===== src/rtl/gen_reg_file_pkg.sv =====
// Shared constants for the general-purpose register file: defaults and clear-FSM encoding.
package gen_reg_file_pkg;

    localparam int unsigned DEF_DATA_W   = 8;
    localparam int unsigned DEF_NUM_REGS = 4;
    localparam int unsigned DEF_NUM_RD   = 2;

    localparam logic [0:0] ST_IDLE  = 1'b0;
    localparam logic [0:0] ST_CLEAR = 1'b1;

endpackage


===== src/rtl/gen_reg_file_rdport.sv =====
// Single registered read port with same-cycle write bypass.
module gen_reg_file_rdport
    import gen_reg_file_pkg::*;
#(
    parameter int unsigned DATA_W   = DEF_DATA_W,
    parameter int unsigned NUM_REGS = DEF_NUM_REGS,
    localparam int unsigned SEL_W   = $clog2(NUM_REGS)
) (
    input  logic                       clk,
    input  logic                       reset,
    input  logic                       en,
    input  logic [SEL_W-1:0]           sel,
    input  logic [NUM_REGS*DATA_W-1:0] regs_flat,
    input  logic                       clr_act,
    input  logic [SEL_W-1:0]           clr_idx,
    input  logic                       w0_act,
    input  logic [SEL_W-1:0]           w0_sel,
    input  logic [DATA_W-1:0]          w0_data,
    input  logic                       w1_act,
    input  logic [SEL_W-1:0]           w1_sel,
    input  logic [DATA_W-1:0]          w1_data,
    output logic [DATA_W-1:0]          data
);

    logic [DATA_W-1:0] byp;

    // Value the selected register holds after this edge; zero when disabled or out of range.
    always_comb begin
        byp = '0;
        if (en && ({1'b0, sel} < (SEL_W+1)'(NUM_REGS))) begin
            if (clr_act && (sel == clr_idx)) begin
                byp = '0;
            end else if (w0_act && (sel == w0_sel)) begin
                byp = w0_data;
            end else if (w1_act && (sel == w1_sel)) begin
                byp = w1_data;
            end else begin
                byp = regs_flat[sel*DATA_W +: DATA_W];
            end
        end
    end

    // Output register gives the one-cycle read latency.
    always_ff @(posedge clk) begin
        if (reset) begin
            data <= '0;
        end else begin
            data <= byp;
        end
    end

endmodule


===== src/rtl/gen_reg_file.sv =====
// Register file with two prioritised write ports, NUM_RD bypassed read ports and a sequential clear.
module gen_reg_file
    import gen_reg_file_pkg::*;
#(
    parameter int unsigned DATA_W   = DEF_DATA_W,
    parameter int unsigned NUM_REGS = DEF_NUM_REGS,
    parameter int unsigned NUM_RD   = DEF_NUM_RD,
    localparam int unsigned SEL_W   = $clog2(NUM_REGS)
) (
    input  logic                       clk,
    input  logic                       reset,
    input  logic [NUM_RD-1:0]          rd_en,
    input  logic [NUM_RD*SEL_W-1:0]    rd_sel,
    output logic [NUM_RD*DATA_W-1:0]   rd_data,
    input  logic                       wr0_en,
    input  logic [SEL_W-1:0]           wr0_sel,
    input  logic [DATA_W-1:0]          wr0_data,
    input  logic                       wr1_en,
    input  logic [SEL_W-1:0]           wr1_sel,
    input  logic [DATA_W-1:0]          wr1_data,
    input  logic                       clr_req,
    output logic                       clr_busy,
    output logic                       wr_drop,
    output logic [NUM_REGS*DATA_W-1:0] regs_flat
);

    logic [0:0]        state;
    logic [0:0]        state_nxt;
    logic [SEL_W-1:0]  clr_idx;
    logic [SEL_W-1:0]  clr_idx_nxt;
    logic              clearing;
    logic              w0_in;
    logic              w1_in;
    logic              collide;
    logic              w0_act;
    logic              w1_act;
    logic              drop_nxt;
    logic [DATA_W-1:0] regs [NUM_REGS];

    // Write qualification: range check, clear lockout and same-index priority.
    always_comb begin
        clearing = (state == ST_CLEAR);
        w0_in    = wr0_en && ({1'b0, wr0_sel} < (SEL_W+1)'(NUM_REGS));
        w1_in    = wr1_en && ({1'b0, wr1_sel} < (SEL_W+1)'(NUM_REGS));
        collide  = w0_in && w1_in && (wr0_sel == wr1_sel);
        w0_act   = w0_in && !clearing;
        w1_act   = w1_in && !clearing && !collide;
        drop_nxt = clearing ? (w0_in || w1_in) : collide;
    end

    // Clear FSM next-state and index sequencing.
    always_comb begin
        state_nxt   = state;
        clr_idx_nxt = clr_idx;
        case (state)
            ST_IDLE: begin
                if (clr_req) begin
                    state_nxt   = ST_CLEAR;
                    clr_idx_nxt = '0;
                end
            end
            ST_CLEAR: begin
                if (clr_idx == SEL_W'(NUM_REGS - 1)) begin
                    state_nxt   = ST_IDLE;
                    clr_idx_nxt = '0;
                end else begin
                    clr_idx_nxt = clr_idx + 1'b1;
                end
            end
            default: begin
                state_nxt   = ST_IDLE;
                clr_idx_nxt = '0;
            end
        endcase
    end

    // FSM state, busy flag and drop pulse registers.
    always_ff @(posedge clk) begin
        if (reset) begin
            state    <= ST_IDLE;
            clr_idx  <= '0;
            clr_busy <= 1'b0;
            wr_drop  <= 1'b0;
        end else begin
            state    <= state_nxt;
            clr_idx  <= clr_idx_nxt;
            clr_busy <= (state_nxt == ST_CLEAR);
            wr_drop  <= drop_nxt;
        end
    end

    // Register storage; wr0 is applied last so it wins on a shared index.
    always_ff @(posedge clk) begin
        if (reset) begin
            for (int i = 0; i < int'(NUM_REGS); i++) begin
                regs[i] <= '0;
            end
        end else if (clearing) begin
            regs[clr_idx] <= '0;
        end else begin
            if (w1_act) begin
                regs[wr1_sel] <= wr1_data;
            end
            if (w0_act) begin
                regs[wr0_sel] <= wr0_data;
            end
        end
    end

    // Flatten stored contents for observation.
    always_comb begin
        for (int i = 0; i < int'(NUM_REGS); i++) begin
            regs_flat[i*DATA_W +: DATA_W] = regs[i];
        end
    end

    for (genvar p = 0; p < int'(NUM_RD); p++) begin : g_rd
        gen_reg_file_rdport #(
            .DATA_W   (DATA_W),
            .NUM_REGS (NUM_REGS)
        ) u_rd (
            .clk       (clk),
            .reset     (reset),
            .en        (rd_en[p]),
            .sel       (rd_sel[p*SEL_W +: SEL_W]),
            .regs_flat (regs_flat),
            .clr_act   (clearing),
            .clr_idx   (clr_idx),
            .w0_act    (w0_act),
            .w0_sel    (wr0_sel),
            .w0_data   (wr0_data),
            .w1_act    (w1_act),
            .w1_sel    (wr1_sel),
            .w1_data   (wr1_data),
            .data      (rd_data[p*DATA_W +: DATA_W])
        );
    end

endmodule

===== config.mk =====
export PLATFORM = sky130hd
export DESIGN_NAME = gen_reg_file
export DESIGN_NICKNAME = d
export VERILOG_FILES = /design/src/rtl/gen_reg_file_pkg.sv /design/src/rtl/gen_reg_file_rdport.sv /design/src/rtl/gen_reg_file.sv
export SDC_FILE = /design/constraint.sdc
export NUM_CORES = 1
export LEC_CHECK = 0
export CAP_MARGIN = 0
export CORE_ASPECT_RATIO = 0.9
export CORE_UTILIZATION = 54
export DETAILED_ROUTE_END_ITERATION = 12
export PLACE_DENSITY = 0.86
export SYNTH_ARGS = -nofsm -noshare
export SYNTH_HDL_FRONTEND = slang
export SYNTH_SLANG_ARGS = --single-unit

===== constraint.sdc =====
create_clock -name clk -period 4 [get_ports clk]
set_clock_uncertainty 0.15 [all_clocks]
set_input_delay 0.8 -clock clk [delete_from_list [all_inputs] [get_ports clk]]
set_output_delay 0.8 -clock clk [all_outputs]
set_load 0.01 [all_outputs]

==> impl_metrics.py <==
metrics = {
    "setup_path": {
        "cp.arrival_ns": 3.05,
        "end_kind": "register",
        "slowest_delay_ns": 0.61,
        "r2r_slack_ns": 1.48,
        "crit_chain": "clkdlybuf4s50_1 -> buf_4 -> nor3b_2 -> o21ai_0 -> a21oi_1 -> a32o_1",
        "slowest_stage": "clkdlybuf4s50_1",
        "cp_max_fo": 10,
        "start_kind": "input pin",
        "crit_type": "input pin to register",
        "worstPathRequired_ns": 4.03,
    },
    "yosys": {
        "ys_types": 46,
        "yosys_register_bits": 52,
        "yosys-top-cells-area": "edfxtp_1, dfxtp_1, mux4_2",
        "synth_seq_area_share_pct": 42.1,
        "async_flop_share_pct": 0,
        "synth_nets": 338,
        "ys.flop_type": "edfxtp_1",
        "syn_avg_cell_area_um2": 10.6,
        "yosysWarnings": 0,
        "netlist_instances": 306,
        "yosysTopAreaCellShare_pct": 29.7,
        "synth_edf_count": 32,
        "syn-cell-area_um2": 3240,
        "yosysTopAreaCell": "edfxtp_1",
    },
    "power_and_ir_drop": {
        "sw_frac_of_total_pct": 30.5,
        "pwr-share-clk_pct": 23.3,
        "p_leak_uw": 0.00138,
        "power.density_nw_per_um2": 322,
        "intPower_uw": 920,
        "seq_power_share_pct": 49.5,
        "power_frac_comb_pct": 27.2,
        "p_switching_uw": 404,
        "ir_worst_vdd_v": 0.000273,
    },
    "clocking": {
        "cts_setup_buffers": 0,
        "tritoncts": "yes",
        "clk_pin_slew_ns": 0.11,
        "max-clock-path-buffers": 2,
        "clock-sinks": 52,
        "clock-root-buffer": "clkbuf_8",
        "cts_hold_buffers": 0,
        "clk-insertion-delay-late_ns": 0.31,
        "htree_levels": 2,
        "cts_buffers": 5,
        "cts_resized": 0,
    },
    "timing": {
        "rsz0062_at_grt": "false",
        "max_slew_margin_pct": 51.7,
        "hold_violations": 0,
        "fmax_ghz": 0.330,
        "setup_viol": 0,
        "period_minus_slack_ns": 3.03,
        "min_period_over_period_pct": 75.6,
        "worst_pin_slew_ns": 0.722,
        "slew_viol_final": 0,
        "fin_tns_setup_ns": 0,
    },
    "finish": {
        "finalNetCount": 400,
        "layout_common_cells": "clkdlybuf4s50_1, edfxtp_1, nand2_1, o21ai_0",
        "n_antenna_cell": 0,
        "drive_gt1_share_pct": 13.3,
        "layout_commonest_cell": "clkdlybuf4s50_1",
        "fin_util_pct": 71.7,
        "area_growth_syn_to_layout_pct": 26.9,
    },
    "grt": {
        "first_global_vias": 2764,
        "overflow": 0,
        "grt_start_max_net_pins": 20,
        "grt_pass1_wl_mm": 14.5,
        "antenna_found_initial": 0,
        "grt_usage_pct": 29.6,
    },
    "die": {
        "die-area_um2": 6310,
        "die_h_um": 75.5,
        "num_rows": 26,
        "die_w_um": 83.6,
        "initial_core_util_pct": 56.5,
        "core_um2": 5730,
        "ios": 81,
    },
    "place": {
        "hpwl_mm": 7.08,
        "routabilityCongestion": 0.928,
        "io_buffer_count": 80,
    },
    "detailed_routing": {
        "vias": 2974,
        "routedWlPerCell_um": 20.6,
        "detail_route.drc_violations": 0,
        "viasPerCell": 6.77,
        "wirelength_mm": 9.02,
        "drt_iter0_markers": 347,
        "dr.pass1.iters": 5,
        "ant_nets": 0,
    },
    "status": {
        "status": "finished clean",
    },
    "min_path": {
        "hp-class": "register to register",
    },
    "run": {
        "drv_cap": 0,
    },
}
## cell usage after synthesis, types with 2 or more instances
master,number
o21ai_1,20
a311oi_2,2
buf_4,4
o31ai_2,8
clkbuf_1,8
o21ai_0,23
or2_2,3
dfxtp_1,20
a32o_1,9
a211o_1,2
nor2b_1,5
a31oi_1,16
nand2_1,26
and3_1,2
nand4_1,18
mux4_2,16
nand2b_1,2
buf_1,5
a21oi_1,5
xor2_1,4
nor2_1,11
xnor2_2,2
xnor2_1,8
a22o_1,9
edfxtp_1,32
inv_1,6
buf_2,11
nand3_1,11
## critical path, delay by kind of cell
family / cells / cell delay, ns
simple gates: 1 / 0.39
compound gates: 3 / 0.96
buf+inv: 2 / 0.88
## routing by layer
layer	global-route usage (%)	vias to the layer above	share of wire (%)
met5	0	-	0
met4	9.60	0	2.1
li1	-	1326	-
met2	48.9	201	48
met1	41.3	1423	39
met3	4.33	24	12
## state kept, by name, indices dropped and copies added (netlist names)
register        flops
regs               32
clr_idx             2
wr_drop             1
clearing            1
g_rd.u_rd.data     16
## worst paths after layout
| kind | startpoint | endpoint | cells past startpoint |
|---|---|---|---|
| worst min-delay path | clr_idx[0] | clr_idx[0] | 2 |
| worst max-delay path | reset | regs[0][7] | 6 |
| worst min register to register | clr_idx[0] | clr_idx[0] | 2 |
| worst max register to register | clearing | regs[0][7] | 4 |
## through the flow
stage          hold slack [ns]  setup WS [ns]  instance area (um^2)  total power [uW]  cells
6_report                 0.497          0.974                  4110              1320    439
5_1_grt                  0.515          0.781                  4110              1380    439
4_1_cts                  0.503          0.985                  4110              1320    439
3_5_place_dp             0.492          0.675                  4010              1020    431
3_3_place_gp             0.488          0.792                  4010              1010    431
2_1_floorplan            0.432           1.59                  3240               853    306
## power groups by stage
stage | clock network [uW] | logic, uW | registers [uW]
after floorplan | 0 | 184 | 668
after global placement | 0 | 347 | 663
after detailed placement | 0 | 356 | 665
after CTS | 310 | 357 | 653
after global routing | 334 | 388 | 658
final | 309 | 361 | 655
## layout make-up
type / count / area (um^2)
multi-input cells: 220 / 1720
fillers: 432 / 1620
flip-flops and latches: 52 / 1360
repair buffers: 83 / 823
well taps: 70 / 87.6
clock buffers: 5 / 68.8
clock inverters: 3 / 25.0
inverters: 6 / 22.5
## logic make-up after synthesis
kind of cell | share of synthesized area (%)
buf+inv | 4.83
fa+ha+maj | 0.386
mux | 11.1
xor+xnor | 4.25
compound gates | 23.5
flops | 42.1
simple gates | 13.9
(Power assumes the default switching activity.)
